[config.mk]
export PLATFORM = sky130hd
export DESIGN_NAME = wb_stage
export DESIGN_NICKNAME = d
export VERILOG_FILES = /design/src/rtl/wb_stage.sv
export SDC_FILE = /design/constraint.sdc
export NUM_CORES = 1
export LEC_CHECK = 0
export BUFFER_PORTS_ARGS = -buffer_cell sky130_fd_sc_hd__buf_2
export CAP_MARGIN = 40
export CORE_ASPECT_RATIO = 2
export CORE_MARGIN = 2
export CORE_UTILIZATION = 30
export CTS_BUF_LIST = sky130_fd_sc_hd__clkbuf_8
export CTS_CLUSTER_SIZE = 30
export DETAILED_ROUTE_END_ITERATION = 6
export GPL_TIMING_DRIVEN = 0
export HOLD_SLACK_MARGIN = 0.06
export MAX_ROUTING_LAYER = met4
export PLACE_DENSITY_LB_ADDON = 0.1
export SLEW_MARGIN = 40
export SYNTH_ARGS = -nofsm -noshare
export SYNTH_HDL_FRONTEND = slang
export SYNTH_SLANG_ARGS = --single-unit
[constraint.sdc]
create_clock -name clk -period 6.08 [get_ports clk]
set_input_delay 0 -clock clk [delete_from_list [all_inputs] [get_ports clk]]
set_output_delay 0 -clock clk [all_outputs]
set_load 0.02 [all_outputs]
[src/rtl/wb_stage.sv]
// M/W pipeline register with write-back decode.
// Drives the register file write port and W forwarding.
module wb_stage #(
  parameter int RA_REG = 31,
  parameter int CNT_W  = 32
) (
  input  logic             clk,
  input  logic             reset,
  input  logic             en,
  input  logic             clr,
  input  logic [31:0]      ir_m,
  input  logic [31:0]      pc4_m,
  input  logic [31:0]      alu_m,
  input  logic [31:0]      dm_rd_m,
  input  logic             bgezal_m,
  input  logic             movz_m,
  output logic [31:0]      ir_w,
  output logic [31:0]      pc4_w,
  output logic             bgezal_w,
  output logic             movz_w,
  output logic             regwrite_w,
  output logic [4:0]       wreg,
  output logic [31:0]      wdata,
  output logic [CNT_W-1:0] retired
);

  localparam logic [4:0] RA = 5'(RA_REG);

  localparam logic [5:0] OP_SPEC = 6'b000000;
  localparam logic [5:0] OP_RIMM = 6'b000001;
  localparam logic [5:0] OP_JAL  = 6'b000011;
  localparam logic [5:0] OP_ORI  = 6'b001101;
  localparam logic [5:0] OP_LUI  = 6'b001111;
  localparam logic [5:0] OP_LW   = 6'b100011;
  localparam logic [5:0] OP_LB   = 6'b100000;
  localparam logic [5:0] OP_LBU  = 6'b100100;
  localparam logic [5:0] OP_LH   = 6'b100001;
  localparam logic [5:0] OP_LHU  = 6'b100101;

  localparam logic [5:0] F_ADDU = 6'b100001;
  localparam logic [5:0] F_SUBU = 6'b100011;
  localparam logic [5:0] F_SRAV = 6'b000111;
  localparam logic [5:0] F_MOVZ = 6'b001010;

  localparam logic [4:0] RT_BGEZAL = 5'b10001;

  logic [5:0]  op;
  logic [5:0]  fn;
  logic [4:0]  rt;
  logic [4:0]  rd;
  logic [7:0]  ld_b;
  logic [15:0] ld_h;
  logic [31:0] pc8;
  logic        we_d;
  logic [4:0]  dst_d;
  logic [31:0] wd_d;

  assign op  = ir_m[31:26];
  assign fn  = ir_m[5:0];
  assign rt  = ir_m[20:16];
  assign rd  = ir_m[15:11];
  assign pc8 = pc4_m + 32'd4;

  // Halfword lanes: alu_m[0] is ignored.
  assign ld_h = alu_m[1] ? dm_rd_m[31:16]
                         : dm_rd_m[15:0];

  // Byte lane select from the low address bits.
  always_comb begin
    ld_b = dm_rd_m[7:0];
    case (alu_m[1:0])
      2'd0: ld_b = dm_rd_m[7:0];
      2'd1: ld_b = dm_rd_m[15:8];
      2'd2: ld_b = dm_rd_m[23:16];
      2'd3: ld_b = dm_rd_m[31:24];
      default: ld_b = dm_rd_m[7:0];
    endcase
  end

  // Write enable, destination and data from the M instruction.
  // op[2] distinguishes the unsigned load variants.
  always_comb begin
    we_d  = 1'b0;
    dst_d = '0;
    wd_d  = '0;
    unique case (1'b1)
      op == OP_SPEC && (fn == F_ADDU ||
                        fn == F_SUBU ||
                        fn == F_SRAV): begin
        we_d  = 1'b1;
        dst_d = rd;
        wd_d  = alu_m;
      end
      op == OP_SPEC && fn == F_MOVZ: begin
        we_d  = movz_m;
        dst_d = rd;
        wd_d  = alu_m;
      end
      op == OP_ORI || op == OP_LUI: begin
        we_d  = 1'b1;
        dst_d = rt;
        wd_d  = alu_m;
      end
      op == OP_LW: begin
        we_d  = 1'b1;
        dst_d = rt;
        wd_d  = dm_rd_m;
      end
      op == OP_LB || op == OP_LBU: begin
        we_d  = 1'b1;
        dst_d = rt;
        wd_d  = {{24{ld_b[7] & ~op[2]}}, ld_b};
      end
      op == OP_LH || op == OP_LHU: begin
        we_d  = 1'b1;
        dst_d = rt;
        wd_d  = {{16{ld_h[15] & ~op[2]}}, ld_h};
      end
      op == OP_JAL: begin
        we_d  = 1'b1;
        dst_d = RA;
        wd_d  = pc8;
      end
      op == OP_RIMM && rt == RT_BGEZAL: begin
        we_d  = bgezal_m;
        dst_d = RA;
        wd_d  = pc8;
      end
      default: begin
        we_d  = 1'b0;
      end
    endcase
    if (!we_d) begin
      dst_d = '0;
      wd_d  = '0;
    end
  end

  // W registers: reset, then flush, then advance, else hold.
  always_ff @(posedge clk or posedge reset) begin
    if (reset) begin
      ir_w       <= '0;
      pc4_w      <= '0;
      bgezal_w   <= 1'b0;
      movz_w     <= 1'b0;
      regwrite_w <= 1'b0;
      wreg       <= '0;
      wdata      <= '0;
      retired    <= '0;
    end else if (clr) begin
      ir_w       <= '0;
      pc4_w      <= '0;
      bgezal_w   <= 1'b0;
      movz_w     <= 1'b0;
      regwrite_w <= 1'b0;
      wreg       <= '0;
      wdata      <= '0;
    end else if (en) begin
      ir_w       <= ir_m;
      pc4_w      <= pc4_m;
      bgezal_w   <= bgezal_m;
      movz_w     <= movz_m;
      regwrite_w <= we_d;
      wreg       <= dst_d;
      wdata      <= wd_d;
      if (ir_m != '0) begin
        retired <= retired + CNT_W'(1);
      end
    end
  end

endmodule

== Word level (Yosys, flattened, before mapping) ==
Cells that the tools add are included.

* Register bits: 136
* Input port bits: 134
* Output and inout port bits: 136

* Add/subtract/negate cells: 2
* Equality and inequality tests: 17
* Multiplexer cells: 21
* Bitwise gates (word level): 4
* Reduce and logical (&&, ||, !) cells: 18

{| class="wikitable"
|+ Operators with widths
! kind !! count
|-
| $mux W32 || 7
|-
| $pmux W32 S5 || 1
|-
| $eq A6 B6 Y1 const B || 7
|-
| $add A32 B1 Y32 const B || 1
|-
| $add A32 B3 Y32 const B || 1
|-
| $pmux W8 S4 || 1
|-
| $reduce_bool A32 Y1 || 1
|-
| $eq A6 B4 Y1 const B || 3
|-
| $mux W16 || 1
|-
| $mux W5 || 3
|-
| $pmux W5 S3 || 1
|-
| $eq A6 B1 Y1 const B || 1
|-
| $eq A6 B2 Y1 const B || 1
|-
| $eq A6 B3 Y1 const B || 1
|-
| $logic_not A6 Y1 || 1
|-
| $mux W1 || 6
|-
| $reduce_or A6 Y1 || 1
|-
| $eq A5 B5 Y1 const B || 1
|-
| $logic_or A1 B1 Y1 || 5
|-
| $eq A2 B2 Y1 const B || 2
|-
| $reduce_or A2 Y1 || 2
|-
| $reduce_or A4 Y1 || 1
|-
| $logic_and A1 B1 Y1 || 3
|-
| $pmux W1 S3 || 1
|-
| 7 further kinds || 9
|}

== Logic depth before layout (Yosys ltp) ==
* Depth after elaboration: 9
* Mapped depth: 9
* Gate-level depth less buffers: 6

== Least setup slack after synthesis ==
Ideal clock, no wire load.

* Kind: register to register
* Start: reg retired[11]
* End: reg retired[29]
* Library setup time: 0.080 ns
* Arrival: 1.808 ns
* Required time: 6.000 ns
* Path slack: 4.192 ns
* Cell stages (with the launch flop): 7
* Buffers on the path: 0
* Path through: dfrtp_1 and4_1 nand4_1 nor3_1 nand2_1 nor3_1 xor2_1

* Cells in the longest elaborated chain, start to end: 1

{| class="wikitable"
|+ Ends and longest elaborated chain
! what !! RTL line !! source
|-
| start: declaration || 24 || <nowiki>output logic [CNT_W-1:0] retired</nowiki>
|-
| start signal: assignment || 167 || <nowiki>retired <= retired + CNT_W'(1);</nowiki>
|-
| $add A32 B1 Y32 || 167 ||
|}

No other way between the ends.
A chain may end at the register's enable or synchronous reset.

== Worst setup path after layout ==
* Start: in ir_m[30]
* End: reg wdata[13]

* Cells in the longest elaborated chain, start to end: 7

{| class="wikitable"
|+ Ends and longest elaborated chain
! what !! RTL line !! source
|-
| start: declaration || 11 || <nowiki>input logic [31:0] ir_m,</nowiki>
|-
| $eq A6 B4 Y1 (tied with other cells) || 99 || <nowiki>op == OP_ORI || op == OP_LUI: begin</nowiki>
|-
| $logic_or A1 B1 Y1 (tied with other cells) || 99 ||
|-
| $reduce_or A6 Y1 (no source line) (tied with other cells) || -- ||
|-
| $pmux W1 S3 / $pmux W32 S5 (equally long branches) || 86 || <nowiki>unique case (1'b1)</nowiki>
|-
| $mux W32 * || 133 || <nowiki>if (!we_d) begin</nowiki>
|-
| $mux W32 * || 158 || <nowiki>end else if (en) begin</nowiki>
|-
| $mux W32 * || 150 || <nowiki>end else if (clr) begin</nowiki>
|-
| end signal: assignment || 165 || <nowiki>wdata <= wd_d;</nowiki>
|-
| end: declaration || 23 || <nowiki>output logic [31:0] wdata,</nowiki>
|}

Mark *: on every way between the ends. The rest lies on a longest branch, timed or not. The select of a mux whose other input is x is not followed.

==> results.json <==
{
  "clkTransAtPathRegs_ns": 0.08,
  "ant_nets": 0,
  "initial_core_util": 0.305,
  "cellPowerDensity_mw_per_mm2": 200,
  "pin_count": 270,
  "relSlewSlack": 0.448,
  "dpl-instance-area_mm2": 0.00925,
  "cts_buffer_depth": 2,
  "tightest_slew_ns": 0.828,
  "clk_latency_ns": 0.49,
  "ir_drop_mv": 0.148,
  "cp-start-kind": "input port",
  "synth.distinct_cells": 63,
  "gp_congestion": 0.854,
  "die-height_um": 227,
  "viasPerCell": 4.95,
  "min_from": "clr",
  "cp.required_ns": 6.51,
  "synth_area_per_cell_um2": 9.90,
  "setup_tns_ns": 0,
  "comb_power_share": 0.207,
  "area_growth_pct": 48.9,
  "hp-class": "input port to register",
  "yosysWarnings": 0,
  "critPathCaptureType": "register",
  "final_max_slew_viol_count": 0,
  "synth_nets": 889,
  "avgRoutedWirePerCell_um": 19.7,
  "ys.flop_type": "dfrtp_1",
  "ys_seq_area_frac": 0.456,
  "cts_tree": "yes",
  "synth-xor-area-share": 0.0693,
  "post-cts-setup-buffers": 0,
  "internal_power_mw": 1.53,
  "core_mm2": 0.0244,
  "grt_max_degree": 71,
  "port_buffers": 267,
  "synth-simple-area-share": 0.181,
  "drtIter0Drc": 336,
  "period_minus_slack_ns": 3.02,
  "cts_buffers": 17,
  "drv_cap": 0,
  "grt_pass1_vias": 7863,
  "criticalPathCategory": "input port to register",
  "outcome": "completed",
  "stdcell_count": 1533,
  "grt.overflow.total": 0,
  "yosys.area_share.adder": 0.00336,
  "rsz0062_at_grt": "no",
  "dpl.hpwl_um": 23100,
  "layout_worst_path_cycle_share": 0.497,
  "pwr-share-seq": 0.443,
  "final_hold_viol_count": 0,
  "hold_depth": 3,
  "final_layout_size_suffix_gt1_frac": 0.290,
  "final_core_util": 0.455,
  "root_buffer": "clkbuf_8",
  "synth_top_family_by_area": "simple AND/OR/NAND/NOR gates",
  "grt_use_total": 0.241,
  "p_clk_frac": 0.349,
  "drcViolationCount": 0,
  "clock-sinks": 136,
  "switching_share": 0.313,
  "die_w_um": 115,
  "drt-total-wl_um": 30300,
  "synth-seq-cells": 136,
  "grt_first_pass_wirelength_um": 45600,
  "cp.arrival_ns": 3.45,
  "die_area_mm2": 0.0262,
  "crit_path_start": "ir_m[30]",
  "hold_buffers": 146,
  "cts_resized": 0,
  "synth_edf_count": 0,
  "setup_viol": 0,
  "synthMuxAreaShare": 0.109,
  "p_switching_mw": 0.695,
  "rows": 81,
  "total_power_mw": 2.22,
  "r2r_start": "retired[11]",
  "synth_compound_area_frac": 0.147,
  "dp.cells": 1354,
  "synthCells": 753,
  "final_nets": 1323,
  "finClkSkew_ns": 0.00846,
  "async_reset_ff_frac": 1.00,
  "vias": 7596,
  "rr_worst_depth": 6,
  "drtPass1Iterations": 4,
  "synth_area_mm2": 0.00746,
  "clock.fmax_mhz": 331,
  "worstPathMaxFanout": 10,
  "design_area_mm2": 0.0111,
  "h-tree-depth": 4,
  "cellLeakagePower_nw": 5.34,
  "grt_antenna_before_repair": 1
}
-- synthesized netlist by cell type, types with 9 or more instances --
master | number | share of area
dfrtp_1 | 136 | 0.46
nor2_1 | 94 | 0.047
nand2_1 | 81 | 0.041
mux2i_1 | 70 | 0.094
a21oi_1 | 34 | 0.023
xnor2_1 | 32 | 0.038
clkbuf_1 | 31 | 0.016
a221oi_1 | 30 | 0.035
xor2_1 | 27 | 0.032
nand3_1 | 23 | 0.015
a221o_1 | 19 | 0.026
nor3_1 | 16 | 0.011
nand4_1 | 13 | 0.011
a21oi_2 | 11 | 0.013
inv_1 | 9 | 0.0045
nor4_1 | 9 | 0.0076
o21ai_0 | 9 | 0.0060
-- final cells by class --
| cell class | count | area (um2) |
|---|---|---|
| Sequential cell | 136 | 3400 |
| Buffer | 48 | 221 |
| Multi-Input combinational cell | 560 | 3800 |
| Inverter | 9 | 41.3 |
| Clock inverter | 13 | 128 |
| Clock buffer | 19 | 262 |
| Tap cell | 332 | 415 |
| Timing Repair Buffer | 415 | 2830 |
| Fill cell | 2516 | 13300 |
| Antenna cell | 1 | 2.50 |
-- power groups by stage --
stage                     clock [mW]  combinational [mW]  sequential [mW]
after floorplan                    0               0.162             1.05
after global placement             0               0.393             1.00
after detailed placement           0               0.398             1.00
after CTS                      0.806               0.466            0.987
after global routing           0.841               0.499            0.994
final                          0.776               0.461            0.986
-- layer usage --
layer	track usage	up-vias	share of wire
met5	-	-	0
met4	0.121	0	0.044
met3	0.0458	68	0.042
met2	0.428	227	0.55
met1	0.249	3700	0.37
li1	-	3601	-
-- layout by cell type, fill, tap and decap left out, types with 4 or more instances in the layout --
master         instances
buf_2                275
dlygate4sd3_1        146
dfrtp_1              136
nor2_1                94
nand2_1               81
mux2i_1               70
a21oi_1               34
xnor2_1               32
clkbuf_1              30
a221oi_1              30
xor2_1                27
nand3_1               23
a221o_1               19
clkbuf_8              19
nor3_1                16
nand4_1               13
a21oi_2               11
nor4_1                 9
o21ai_0                9
mux2_2                 8
and4_1                 8
inv_1                  8
nor3b_1                8
clkinv_2               7
a32oi_1                6
and3_1                 5
a21boi_0               5
buf_1                  4
a22oi_1                4
-- state kept, by name, summed over array words and instances (netlist names) --
register    cells
bgezal_w        1
retired        32
wreg            5
pc4_w          32
wdata          32
movz_w          1
ir_w           32
regwrite_w      1
-- through the flow --
step                      setup slack (ns)  hold WS [ns]
after global placement               0.299         0.252
after CTS                             3.11        0.0610
after global routing                  2.92        0.0952
after floorplan                       2.44         0.140
after detailed placement              3.65         0.106
final                                 3.06        0.0894
-- critical path: stages --
cell	delay [ns]
dlygate4sd3_1	0.54
buf_2	0.17
nor3_1	0.48
nand2_1	0.19
nor2_1	0.47
clkbuf_1	0.56
nand2_1	0.21
a32oi_1	0.22
dlygate4sd3_1	0.58
-- cells by family after synthesis --
group           after synthesis
flops                       136
buf+inv                      57
fa+ha+maj                     2
simple gates                281
xor+xnor                     59
mux                          79
compound gates              139
-- final timing paths --
kind                                to  slack [ns]
max                          wdata[13]        3.06
max reg2reg                retired[29]        3.91
min reg2reg                    wreg[3]        0.48
min                          pc4_w[29]        0.09
min in group asynchronous      ir_w[3]        0.11
max in group asynchronous    wdata[11]        5.21
Note: power is estimated with default switching activity, not from simulation.
